`src/rtl/fifo_ram_ctrl.sv`:
```
// FWFT FIFO controller driving an external simple dual-port RAM.
// The RAM has an unregistered output. A 2-entry output buffer (head/spare) hides
// the one-cycle RAM read latency, so one push and one pop can complete every cycle.
module fifo_ram_ctrl #(
   parameter int unsigned DATA_WIDTH = 16,
   parameter int unsigned ADDR_WIDTH = 4,
   parameter int unsigned AFULL_TH   = 14,
   parameter int unsigned AEMPTY_TH  = 2
) (
   input  logic                    clk_i,
   input  logic                    rst_n_i,
   input  logic                    wr_en_i,
   input  logic [DATA_WIDTH-1:0]   wr_data_i,
   input  logic                    rd_en_i,
   output logic [DATA_WIDTH-1:0]   rd_data_o,
   output logic                    empty_o,
   output logic                    full_o,
   output logic                    almost_full_o,
   output logic                    almost_empty_o,
   output logic [ADDR_WIDTH+1:0]   data_cnt_o,
   output logic                    overflow_o,
   output logic                    underflow_o,
   output logic                    ram_wr_en_o,
   output logic [ADDR_WIDTH-1:0]   ram_wr_addr_o,
   output logic [DATA_WIDTH-1:0]   ram_wr_data_o,
   output logic                    ram_rd_en_o,
   output logic [ADDR_WIDTH-1:0]   ram_rd_addr_o,
   input  logic [DATA_WIDTH-1:0]   ram_rd_data_i
);

   localparam int unsigned DEPTH  = 1 << ADDR_WIDTH;
   localparam int unsigned CNT_W  = ADDR_WIDTH + 1;
   localparam int unsigned DCNT_W = ADDR_WIDTH + 2;

   logic [ADDR_WIDTH-1:0] wr_ptr;
   logic [ADDR_WIDTH-1:0] rd_ptr;
   logic [CNT_W-1:0]      ram_cnt;
   logic                  inflight;
   logic                  head_valid;
   logic                  spare_valid;
   logic [DATA_WIDTH-1:0] spare;

   logic                  push_c;
   logic                  pop_c;
   logic                  issue_c;
   logic [1:0]            occ_c;
   logic [CNT_W-1:0]      ram_cnt_nxt;
   logic [DCNT_W-1:0]     dcnt_nxt;
   logic [DATA_WIDTH-1:0] head_nxt;
   logic [DATA_WIDTH-1:0] spare_nxt;
   logic                  hv_nxt;
   logic                  sv_nxt;

   // Accepted push/pop and RAM read issue; push is blocked while reset is held.
   assign push_c  = wr_en_i & ~full_o & rst_n_i;
   assign pop_c   = rd_en_i & head_valid;
   assign occ_c   = 2'(head_valid) + 2'(spare_valid) + 2'(inflight) - 2'(pop_c);
   assign issue_c = (ram_cnt != '0) && (occ_c < 2'd2);

   // RAM ports are driven straight from the current-cycle decisions.
   assign ram_wr_en_o   = push_c;
   assign ram_wr_addr_o = wr_ptr;
   assign ram_wr_data_o = wr_data_i;
   assign ram_rd_en_o   = issue_c;
   assign ram_rd_addr_o = rd_ptr;
   assign empty_o       = ~head_valid;

   // Next state of the output buffer: pop shifts spare to head, landing data fills the first free slot.
   always_comb begin
      head_nxt  = rd_data_o;
      hv_nxt    = head_valid;
      spare_nxt = spare;
      sv_nxt    = spare_valid;
      if (pop_c) begin
         if (spare_valid) head_nxt = spare;
         hv_nxt = spare_valid;
         sv_nxt = 1'b0;
      end
      if (inflight) begin
         if (!hv_nxt) begin
            head_nxt = ram_rd_data_i;
            hv_nxt   = 1'b1;
         end else begin
            spare_nxt = ram_rd_data_i;
            sv_nxt    = 1'b1;
         end
      end
      ram_cnt_nxt = ram_cnt + CNT_W'(push_c) - CNT_W'(issue_c);
      dcnt_nxt    = DCNT_W'(ram_cnt_nxt) + DCNT_W'(issue_c) + DCNT_W'(hv_nxt) + DCNT_W'(sv_nxt);
   end

   // State and registered status flags; reset drops all content including in-flight data.
   always_ff @(posedge clk_i or negedge rst_n_i) begin
      if (!rst_n_i) begin
         wr_ptr         <= '0;
         rd_ptr         <= '0;
         ram_cnt        <= '0;
         inflight       <= 1'b0;
         head_valid     <= 1'b0;
         spare_valid    <= 1'b0;
         spare          <= '0;
         rd_data_o      <= '0;
         full_o         <= 1'b0;
         almost_full_o  <= 1'b0;
         almost_empty_o <= 1'b1;
         data_cnt_o     <= '0;
         overflow_o     <= 1'b0;
         underflow_o    <= 1'b0;
      end else begin
         if (push_c)  wr_ptr <= wr_ptr + ADDR_WIDTH'(1);
         if (issue_c) rd_ptr <= rd_ptr + ADDR_WIDTH'(1);
         ram_cnt        <= ram_cnt_nxt;
         inflight       <= issue_c;
         head_valid     <= hv_nxt;
         spare_valid    <= sv_nxt;
         spare          <= spare_nxt;
         rd_data_o      <= head_nxt;
         full_o         <= (ram_cnt_nxt == CNT_W'(DEPTH));
         almost_full_o  <= (ram_cnt_nxt >= CNT_W'(AFULL_TH));
         almost_empty_o <= (dcnt_nxt <= DCNT_W'(AEMPTY_TH));
         data_cnt_o     <= dcnt_nxt;
         overflow_o     <= wr_en_i & full_o;
         underflow_o    <= rd_en_i & ~head_valid;
      end
   end

endmodule

```
`config.mk`:
```
export PLATFORM = sky130hd
export DESIGN_NAME = fifo_ram_ctrl
export DESIGN_NICKNAME = d
export VERILOG_FILES = /design/src/rtl/fifo_ram_ctrl.sv
export SDC_FILE = /design/constraint.sdc
export NUM_CORES = 1
export LEC_CHECK = 0
export ABC_AREA = 1
export CAP_MARGIN = 20
export CORE_MARGIN = 3
export CORE_UTILIZATION = 47
export CTS_CLUSTER_SIZE = 14
export DETAILED_ROUTE_END_ITERATION = 8
export PLACE_DENSITY = 0.8
export REMOVE_ABC_BUFFERS = 1
export SLEW_MARGIN = 20
export SYNTH_ARGS = -nofsm -noshare
export SYNTH_HDL_FRONTEND = slang
export SYNTH_SLANG_ARGS = --single-unit
```
`constraint.sdc`:
```
create_clock -name clk_i -period 3.7 [get_ports clk_i]
set_clock_uncertainty 0.1 [all_clocks]
set_input_delay 0.555 -clock clk_i [delete_from_list [all_inputs] [get_ports clk_i]]
set_output_delay 0.555 -clock clk_i [all_outputs]
set_load 0.03 [all_outputs]
```
* Word-level counts from Yosys, hierarchy flattened *
Cells that the tools add are included.

cells by class
  add/subtract/negate cells = 10
  multiply operators = 0
  div/mod/pow operators = 0
  $lt $le $gt $ge = 3
  equal/unequal tests = 1
  shifts and indexed selects = 0
  mux-type cells = 9
  bitwise gates (word level) = 7
  reduce and logical (&&, ||, !) cells = 3

operators by type and width
  operator                                              number
  two-way mux 16 bit                                    4
  adder 6 x 1 -> 6 bit                                  2
  adder 4 x 1 -> 4 bit (second input constant)          2
  adder 5 x 1 -> 6 bit                                  1
  <= comparator 6 x 2 -> 1 bit (second input constant)  1
  adder 5 x 1 -> 5 bit                                  1
  bitwise AND 1 bit                                     5
  == test 5 bit (second input constant)                 1
  >= comparator 5 x 4 -> 1 bit (second input constant)  1
  two-way mux 1 bit                                     5
  nonzero test 5 bit                                    1
  subtractor 5 x 1 -> 5 bit                             1
  adder 1 x 1 -> 2 bit                                  1
  adder 2 x 1 -> 2 bit                                  1
  < comparator 2 bit (second input constant)            1
  NOT 1 bit                                             2
  AND reduction 2 bit                                   1
  subtractor 2 x 1 -> 2 bit                             1
  logical AND 1 bit                                     1

storage, ports and cells
  register bits after elaboration = 59
  bits in latches = 0
  bits in writable memories = 0
  bits in read-only memories = 0
  bits of input ports = 36
  memories kept = 0

* Logic depth before layout (Yosys ltp) *
Gate-level depths: netlist of the first run.

  depth in word-level cells = 10
  depth in mapped cells = 21
  depth with buffers taken out = 21

* Least setup slack after synthesis of the first run *
No wires, ideal clock.

  kind = register to register
  start point = register head_valid
  end point = register almost_empty_o
  setup time = 0.074 ns
  arrival time = 3.595 ns
  required time = 3.526 ns
  slack = -0.069 ns
  cell stages (with the launch flop) = 21
  clock period less this slack = 3.769 ns
  path through = dfrtp_1 -> inv_1 -> nor2_1 -> ha_1 -> a21oi_1 -> nand2_1 -> inv_1 -> ha_1 -> inv_1 -> ha_1 -> inv_1 -> fa_1 -> inv_1 -> ha_1 -> fa_1 -> inv_1 -> nor2_2 -> nor2_2 -> nor2_2 -> nand3_1 -> nor2_1

between the ends
  cells in the longest elaborated chain, start to end = 10
  elaborated cells between the ends (all ways) = 16

RTL lines
  item                                 line  source
  from (decl)                          39    logic head_valid;
  from (signal assigned)               114   head_valid <= hv_nxt;
  adder 1 x 1 -> 2 bit                 57    assign occ_c = 2'(head_valid) + 2'(spare_valid) + 2'(inflight) - 2'(pop_c);
  adder 2 x 1 -> 2 bit                 57
  subtractor 2 x 1 -> 2 bit *          57
  < comparator 2 bit *                 58    assign issue_c = (ram_cnt != '0) && (occ_c < 2'd2);
  logical AND 1 bit *                  58
  named net ram_rd_en_o                26    output logic ram_rd_en_o,
  subtractor 5 x 1 -> 5 bit *          88    ram_cnt_nxt = ram_cnt + CNT_W'(push_c) - CNT_W'(issue_c);
  named net ram_cnt_nxt[0]             47    logic [CNT_W-1:0] ram_cnt_nxt;
  adder 5 x 1 -> 6 bit *               89    dcnt_nxt = DCNT_W'(ram_cnt_nxt) + DCNT_W'(issue_c) + DCNT_W'(hv_nxt) + DCNT_W'(sv_nxt);
  adder 6 x 1 -> 6 bit * (2 in a row)  89
  named net dcnt_nxt[2]                48    logic [DCNT_W-1:0] dcnt_nxt;
  <= comparator 6 x 2 -> 1 bit *       120   almost_empty_o <= (dcnt_nxt <= DCNT_W'(AEMPTY_TH));
  to (signal assigned)                 120
  to (decl)                            19    output logic almost_empty_o,

The timed path passes the listed nets; every way through them passes the cells marked *.
A chain may end at the register's enable or synchronous reset.

* Worst setup path after layout of the first run *
  start point = input port rd_en_i
  end point = register almost_empty_o

between the ends
  cells in the longest elaborated chain, start to end = 9
  elaborated cells between the ends (all ways) = 14

RTL lines
  item                               line  source
  from (decl)                        14    input logic rd_en_i,
  bitwise AND 1 bit                  56    assign pop_c = rd_en_i & head_valid;
  subtractor 2 x 1 -> 2 bit          57
  < comparator 2 bit                 58
  logical AND 1 bit                  58
  subtractor 5 x 1 -> 5 bit          88
  named net ram_cnt_nxt[0]           47
  adder 5 x 1 -> 6 bit               89
  adder 6 x 1 -> 6 bit (2 in a row)  89
  named net dcnt_nxt[1]              48
  <= comparator 6 x 2 -> 1 bit       120

The timed path passes the listed nets, and every way through them passes these cells.

==> results of run 1 <==
==> synth_stat cells <==
| cell type | instances | area share, % |
|---|---|---|
| dfrtp_1 | 58 | 49 |
| nand2_1 | 51 | 6.5 |
| inv_1 | 42 | 5.3 |
| nor2_1 | 21 | 2.7 |
| nand2_2 | 19 | 4.0 |
| o21ai_2 | 17 | 5.0 |
| buf_4 | 16 | 4.1 |
| nand3_1 | 14 | 2.4 |
| ha_1 | 11 | 4.7 |
| o21ai_0 | 9 | 1.5 |
| a31oi_1 | 8 | 1.7 |
| o22ai_1 | 8 | 1.7 |
| buf_6 | 4 | 1.5 |
| nor2_2 | 4 | 0.85 |
| xnor2_1 | 4 | 1.2 |
| a21oi_1 | 3 | 0.51 |
| buf_2 | 3 | 0.51 |
| fa_1 | 3 | 2.0 |
| inv_2 | 3 | 0.38 |
| nand3_2 | 3 | 1.0 |
| nand4_1 | 2 | 0.42 |
| xor2_1 | 2 | 0.59 |
| buf_8 | 1 | 0.51 |
| clkbuf_1 | 1 | 0.13 |
| dfstp_2 | 1 | 0.89 |
| mux2_2 | 1 | 0.38 |
| nor4_1 | 1 | 0.21 |
| or2_1 | 1 | 0.21 |
==> layer usage <==
metal | up-vias | global-route usage [%] | part of all wire, %
li1 | 1074 | - | -
met1 | 1012 | 23.3 | 45
met2 | 94 | 27.6 | 45
met3 | 14 | 6.80 | 7.9
met4 | 0 | 9.50 | 2.4
met5 | - | 0 | 0
==> what timing repair did <==
item,4_1_cts,5_1_grt
setup buffers,0,1
hold endpoints to repair,0,0
gates resized for setup,0,6
hold buffers,0,0
setup endpoints to repair,0,2
==> flip-flops by register name, summed over array words and instances, names as in the netlist <==
register,flops
overflow_o,1
ram_wr_addr_o,4
data_cnt_o,6
ram_cnt,5
almost_full_o,1
almost_empty_o,1
full_o,1
spare,16
head_valid,1
underflow_o,1
inflight,1
spare_valid,1
ram_rd_addr_o,4
rd_data_o,16
==> worst max-delay path, delay by kind of cell <==
kind | cells | cell delay, ps
simple gates | 6 | 500
compound gates | 1 | 50
buf+inv | 6 | 680
fa+ha+maj | 6 | 1900
==> cell families after synthesis <==
| logic type | share of synthesized area [%] |
|---|---|
| adders and majority gates | 6.69 |
| buffers and inverters | 12.4 |
| xor gates and xnor gates | 1.78 |
| AOI/OAI and AO/OA | 10.5 |
| and+or+nand+nor | 18.2 |
| muxes | 0.381 |
| DFF | 50.0 |
==> layout make-up <==
class	count	area (um2)	share of cell area, %
well taps	75	93.8	2.53
multi-input cells	182	1130	30.4
repair buffers	66	633	17.1
inverters	45	169	4.56
clock inverters	1	30.0	0.810
flip-flops and latches	59	1480	39.9
clock buffers	15	176	4.76
==> worst max-delay path by stage <==
stage               cells past startpoint  slack (ps)             end       start
global placement                       19        -200  almost_empty_o     rd_en_i
detailed placement                     20        -280  almost_empty_o     rd_en_i
finish                                 19         170  almost_empty_o     rd_en_i
CTS                                    20          60  almost_empty_o     rd_en_i
floorplan                              20         -70  almost_empty_o  head_valid
global route                           19          10  almost_empty_o     rd_en_i
==> through the flow <==
step | utilization (%) | TNS (ps)
after floorplan | - | -69.2
after global placement | 58.0 | -354
after detailed placement | 58.0 | -595
after CTS | 61.5 | 0
after global routing | 61.9 | 0
final | 61.9 | 0
==> flow_summary_export.csv, run 1 <==
group,metric,value,unit
placed_design,io_buffers,57,
timing,fmax,0.283,GHz
route,drc,0,
global_route,grt_pass1_vias,2230,
logic_synthesis,postSynthAreaPerCell,9.50,um2
global_route,grt_first_pass_wirelength,10400,um
critical_path,cp_cell_sequence,"clkdlybuf4s50_1 > nor2_1 > ha_1 > a21oi_1 > nand2_1 > inv_2 > ha_1 > inv_2 > ha_4 > inv_2 > fa_1 > inv_1 > ha_2 > fa_2 > nand2_1 > inv_1 > nor2_2 > nand3_1 > nor2_1",
floorplan,core_area,5990,um2
critical_path,reg2reg_depth,19,
clock_tree,cts_max_level,3,
logic_synthesis,ys_warn_count,0,
global_route,antenna_found_initial,0,
final_layout,finalInstanceArea,3710,um2
job,drv_cap,0,
final_layout,layout_common_cells,"58 x dfrtp_1, 56 x clkdlybuf4s50_1, 51 x nand2_1",
route,dr.pass1.iters,5,
critical_path,crit_slowest_cell,"fa_1",
critical_path,worstPathRequired,3870,ps
critical_path,setup.worst_path.class,"primary input to register",
logic_synthesis,ys_types,28,
floorplan,row_count,28,
floorplan,die_y,85.3,um
global_route,track_usage,18.4,%
placed_design,dp.cells,426,
route,wl,6240,um
final_layout,drive_gt1_share,21.2,%
timing,rsz0062_at_grt,"no",
timing,setup_violations,0,
final_layout,fin_cells,443,
clock_tree,cts_tree,"built",
logic_synthesis,syn-cell-area,2960,um2
timing,worst_pin_slew,943,ps
timing,min_period_over_period,95.3,%
route,postRouteAntennaNets,0,
route,wl_per_cell,14.1,um
final_layout,layout.cells.most_common,"dfrtp_1",
timing,hold_violations,0,
route,drt_iter0_drc,130,
clock_tree,path_clk_slew,60,ps
placed_design,postPlaceCellArea,3480,um2
final_layout,finalNetCount,413,
clock_tree,cts_buffers,9,
floorplan,initial_core_util,49.3,%
critical_path,crit_arrival,3700,ps
critical_path,critPathLaunchType,"primary input",
logic_synthesis,synth_cells,311,
timing,hold_slack,290,ps
timing,drv_slew,0,
route,via_per_inst,4.95,
critical_path,path_max_fanout,2,
clock_tree,cts_sinks,59,
final_layout,syn2layout_area_growth,25.4,%
critical_path,rr_startpoint,"head_valid",
placed_design,dpl.hpwl,4280,um
critical_path,end_kind,"register",
timing,post-route-worst-setup-slack,172,ps
critical_path,cpPeakStageDelay,490,ps
global_route,overflow,0,
final_layout,n_fill_cell,479,
clock_tree,cts_root_buf,"clkbuf_8",
critical_path,r2r_end,"almost_empty_o",
placed_design,gp_congestion,0.799,
clock_tree,clockBufferDepth,2,
min_path,hold_class,"primary input to async pin",
route,vias,2194,
floorplan,ioPinCount,90,
clock_tree,clock_latency,330,ps
global_route,grt_start_max_net_pins,60,
timing,min_period,3530,ps
floorplan,dieArea,7280,um2
logic_synthesis,ys_seq_elements,59,
timing,slew_headroom,37.0,%
critical_path,crit_top_cell,"inv_2",
logic_synthesis,ys_seq_area_share,50.0,%
final_layout,antenna_cells,0,
floorplan,die_w,85.3,um
run_status,outcome,"completed",
critical_path,reg2reg_slack,350,ps
placed_design,post-place-ws,-282,ps
Power of run 1 is left out: the tool's default activity adds up to more than one toggle a clock period on the data nets, which glitch-free logic cannot reach.
==> inputs of run 2 (changes only) <==
- CORE_MARGIN: 3 -> 2
==> flow_summary_export.csv, run 2 (synthesized netlist as in run 1, its figures left out) <==
group,metric,value,unit
run_status,outcome,"completed",
route,wl_per_cell,13.9,um
critical_path,critPathLaunchType,"register",
placed_design,gp_congestion,0.802,
timing,slew_headroom,37.1,%
critical_path,r2r_end,"almost_empty_o",
floorplan,ioPinCount,90,
final_layout,final_core_util,61.4,%
critical_path,crit_arrival,3600,ps
critical_path,setup.worst_path.class,"register to register",
floorplan,die_y,83.3,um
placed_design,io_buffers,57,
final_layout,biggestRegsByFlops,"rd_data_o (16), spare (16), data_cnt_o (6)",
final_layout,drive_gt1_share,20.8,%
global_route,grt_first_pass_wirelength,10600,um
floorplan,core_area,5990,um2
clock_tree,clock_latency,330,ps
global_route,grt_pass1_vias,2229,
critical_path,reg2reg_depth,19,
global_route,grt_start_max_net_pins,60,
floorplan,die_w,83.3,um
route,vias,2239,
route,drt_iter0_drc,63,
final_layout,antenna_cells,0,
clock_tree,clockBufferDepth,2,
timing,fmax,0.291,GHz
clock_tree,path_clk_slew,70,ps
global_route,track_usage,19.1,%
final_layout,finalNetCount,415,
clock_tree,cts_root_buf,"clkbuf_8",
route,via_per_inst,5.03,
route,wl,6200,um
route,postRouteAntennaNets,0,
final_layout,ff_latch_area,1480,um2
clock_tree,cts_buffers,9,
clock_tree,cts_sinks,59,
floorplan,row_count,28,
floorplan,initial_core_util,49.3,%
route,drc,0,
clock_tree,cts_max_level,3,
critical_path,path_max_fanout,3,
min_path,hold_class,"primary input to async pin",
global_route,antenna_found_initial,0,
job,drv_cap,0,
final_layout,layout_common_cells,"58 x dfrtp_1, 55 x clkdlybuf4s50_1, 51 x nand2_1",
floorplan,dieArea,6940,um2
final_layout,syn2layout_area_growth,24.4,%
timing,hold_slack,284,ps
critical_path,worstPathRequired,3860,ps
final_layout,n_fill_cell,498,
critical_path,end_kind,"register",
timing,worst_pin_slew,941,ps
timing,min_period_over_period,92.9,%
timing,min_period,3440,ps
critical_path,reg2reg_slack,260,ps
placed_design,dpl.hpwl,4290,um
global_route,overflow,0,
timing,hold_violations,0,
final_layout,layout.cells.most_common,"dfrtp_1",
final_layout,multi_input_area,1110,um2
critical_path,rr_startpoint,"head_valid",
route,dr.pass1.iters,4,
timing,setup_violations,0,
timing,drv_slew,0,
clock_tree,cts_tree,"built",
run 2: changes by cell type in the layout (fill, tap and decap cells not counted), moves of 2 or more:
cell / before / now
inv_1: 39 / 41
buf_4: 9 / 11
inv_2: 6 / 4
clkinv_2: 0 / 3
run 2: worst max-delay path, cell delays in order, from the launching register on:
cell,delay [ps]
dfrtp_1,420
inv_2,90
nor2_1,50
ha_1,260
a21oi_1,60
nand2_1,80
inv_1,60
ha_1,270
inv_1,40
ha_1,280
inv_1,70
fa_1,500
inv_1,50
ha_2,190
fa_1,470
nand2_1,80
inv_1,50
nor2_2,90
nand3_1,70
nor2_1,120
run 2: cell type report:
class	count	area share, %
clock inverter	3	0.408
clock buffer	13	4.32
inverter	45	4.59
tap	75	2.55
timing repair buffer	68	17.7
sequential	59	40.2
multi-input combinational	182	30.2
run 2: stage by stage:
stage          instances  setup slack [ps]  cell area, um2  setup TNS (ps)
4_1_cts              442              63.9            3650               0
6_report             445               262            3680               0
3_5_place_dp         426              -253            3480            -525
3_3_place_gp         426              -194            3480            -330
2_1_floorplan        286             -69.2            2760           -69.2
5_1_grt              445             -20.8            3680           -20.8
run 2: worst max-delay path by stage:
stage	from	depth (start not counted)	endpoint	slack (ps)
after floorplan	head_valid	20	almost_empty_o	-70
after global placement	rd_en_i	19	almost_empty_o	-190
after detailed placement	rd_en_i	19	almost_empty_o	-250
after CTS	rd_en_i	19	almost_empty_o	60
after global routing	head_valid	19	almost_empty_o	-20
final	head_valid	19	almost_empty_o	260
run 2: routing by layer:
metal  up-vias  part of all wire, %  GRT usage [%]
li1       1079                    -              -
met1      1066                   44           24.8
met2        87                   47           28.8
met3         7                  7.8           7.06
met4         0                  1.4           8.05
met5         -                    0              0
run 2: what timing repair did:
action | CTS | global route
hold buffers | 0 | 0
resized for setup | 0 | 3
endpoints found under the setup margin | 0 | 2
buffers inserted | 0 | 3
Power of run 2 is left out for the same reason.
==> inputs of run 3 (changes only) <==
- REMOVE_ABC_BUFFERS: 1 -> not set
- TNS_END_PERCENT: not set -> 100
==> flow_summary_export.csv, run 3 (synthesized netlist as in run 1, its figures left out) <==
group,metric,value,unit
placed_design,dp.cells,426,
clock_tree,clock_latency,330,ps
floorplan,initial_core_util,49.3,%
critical_path,rr_startpoint,"head_valid",
timing,tns,0,ps
global_route,antenna_found_initial,0,
critical_path,reg2reg_depth,19,
final_layout,layout.cells.most_common,"dfrtp_1",
critical_path,cpPeakStageDelay,500,ps
global_route,grt_pass1_vias,2225,
critical_path,crit_arrival,3570,ps
global_route,grt_first_pass_wirelength,10100,um
floorplan,dieArea,6940,um2
route,vias,2178,
clock_tree,cts_root_buf,"clkbuf_8",
timing,rsz0062_at_grt,"no",
route,wl,5950,um
timing,hold_slack,302,ps
route,drc,0,
final_layout,fin_cells,443,
critical_path,end_kind,"register",
timing,drv_slew,0,
critical_path,reg2reg_slack,300,ps
route,drt_iter0_drc,115,
timing,fmax,0.294,GHz
placed_design,gp_congestion,0.820,
clock_tree,path_clk_slew,60,ps
clock_tree,cts_sinks,59,
critical_path,setup.worst_path.class,"register to register",
placed_design,io_buffers,57,
critical_path,worstPathRequired,3860,ps
timing,setup_violations,0,
route,via_per_inst,4.92,
floorplan,core_area,5990,um2
min_path,hold_class,"primary input to async pin",
final_layout,final_core_util,62.4,%
critical_path,cp_cell_sequence,"inv_2 > nor2_1 > ha_1 > a21oi_1 > nand2_1 > inv_1 > ha_1 > inv_1 > ha_1 > inv_2 > fa_1 > inv_1 > ha_2 > fa_2 > nand2_1 > inv_1 > nor2_2 > nand3_1 > nor2_1",
timing,hold_violations,0,
final_layout,drive_gt1_share,21.5,%
floorplan,die_w,83.3,um
critical_path,crit_end,"almost_empty_o",
critical_path,crit_start,"head_valid",
timing,min_period_over_period,92.0,%
clock_tree,clockBufferDepth,2,
critical_path,r2r_end,"almost_empty_o",
floorplan,ioPinCount,90,
critical_path,critPathLaunchType,"register",
timing,slew_headroom,35.4,%
run_status,outcome,"completed",
critical_path,path_max_fanout,4,
floorplan,row_count,28,
clock_tree,cts_max_level,3,
route,dr.pass1.iters,4,
logic_synthesis,synth_nets,361,
final_layout,n_fill_cell,462,
global_route,overflow,0,
job,drv_cap,0,
route,wl_per_cell,13.4,um
clock_tree,hold_buffers,0,
timing,worst_pin_slew,967,ps
placed_design,dpl.hpwl,4050,um
clock_tree,cts_buffers,9,
floorplan,die_y,83.3,um
final_layout,layout_common_cells,"58 x dfrtp_1, 55 x clkdlybuf4s50_1, 51 x nand2_1",
global_route,grt_start_max_net_pins,60,
final_layout,antenna_cells,0,
route,postRouteAntennaNets,0,
final_layout,biggestRegsByFlops,"rd_data_o (16), spare (16), data_cnt_o (6)",
final_layout,finalNetCount,413,
critical_path,crit_top_cell,"inv_1",
timing,min_period,3400,ps
clock_tree,cts_tree,"built",
critical_path,crit_slowest_cell,"fa_1",
global_route,track_usage,18.0,%
final_layout,syn2layout_area_growth,26.5,%
==> run 3: worst max-delay path, delay by kind of cell, from the launching register on <==
family / cells / cell delay, ps
AOI/OAI and AO/OA: 1 / 60
and+or+nand+nor: 6 / 460
buffers and inverters: 6 / 320
adders and majority gates: 6 / 1970
DFF: 1 / 430
==> run 3: repair_timing <==
| item | CTS | global route |
|---|---|---|
| resized for setup | 0 | 4 |
| endpoints found under the setup margin | 0 | 2 |
| setup buffers | 0 | 1 |
==> run 3: through the flow <==
stage          cell area [um2]  setup WS (ps)
2_1_floorplan             2960           27.8
3_3_place_gp              3480           -201
3_5_place_dp              3480           -282
4_1_cts                   3720           43.9
5_1_grt                   3740           53.3
6_report                  3740            296
==> run 3: metal layers <==
metal / vias up / part of all wire, % / global-route usage (%)
met1: 1036 / 45 / 22.9
met3: 9 / 4.9 / 3.98
met4: 0 / 1.3 / 7.15
met5: - / 0 / 0
li1: 1075 / - / -
met2: 58 / 48 / 29.8
==> run 3: worst min-delay path by stage <==
stage                      from               end  slack (ps)
6_report                rst_n_i  ram_wr_addr_o[0]         300
4_1_cts                 rst_n_i  ram_wr_addr_o[2]         330
2_1_floorplan           rst_n_i     almost_full_o         160
3_5_place_dp   ram_rd_addr_o[3]  ram_rd_addr_o[3]         370
5_1_grt                 rst_n_i  ram_wr_addr_o[3]         380
3_3_place_gp   ram_rd_addr_o[3]  ram_rd_addr_o[3]         360
==> run 3: area by class of cell <==
type                            count  area (um2)  area share [%]
Clock buffer                       13         179            4.79
Clock inverter                      3        67.6            1.81
Inverter                           45         169            4.52
Multi-Input combinational cell    182        1110            29.8
Sequential cell                    59        1480            39.5
Tap cell                           75        93.8            2.51
Timing Repair Buffer               66         636            17.0
Power of run 3 is left out for the same reason.
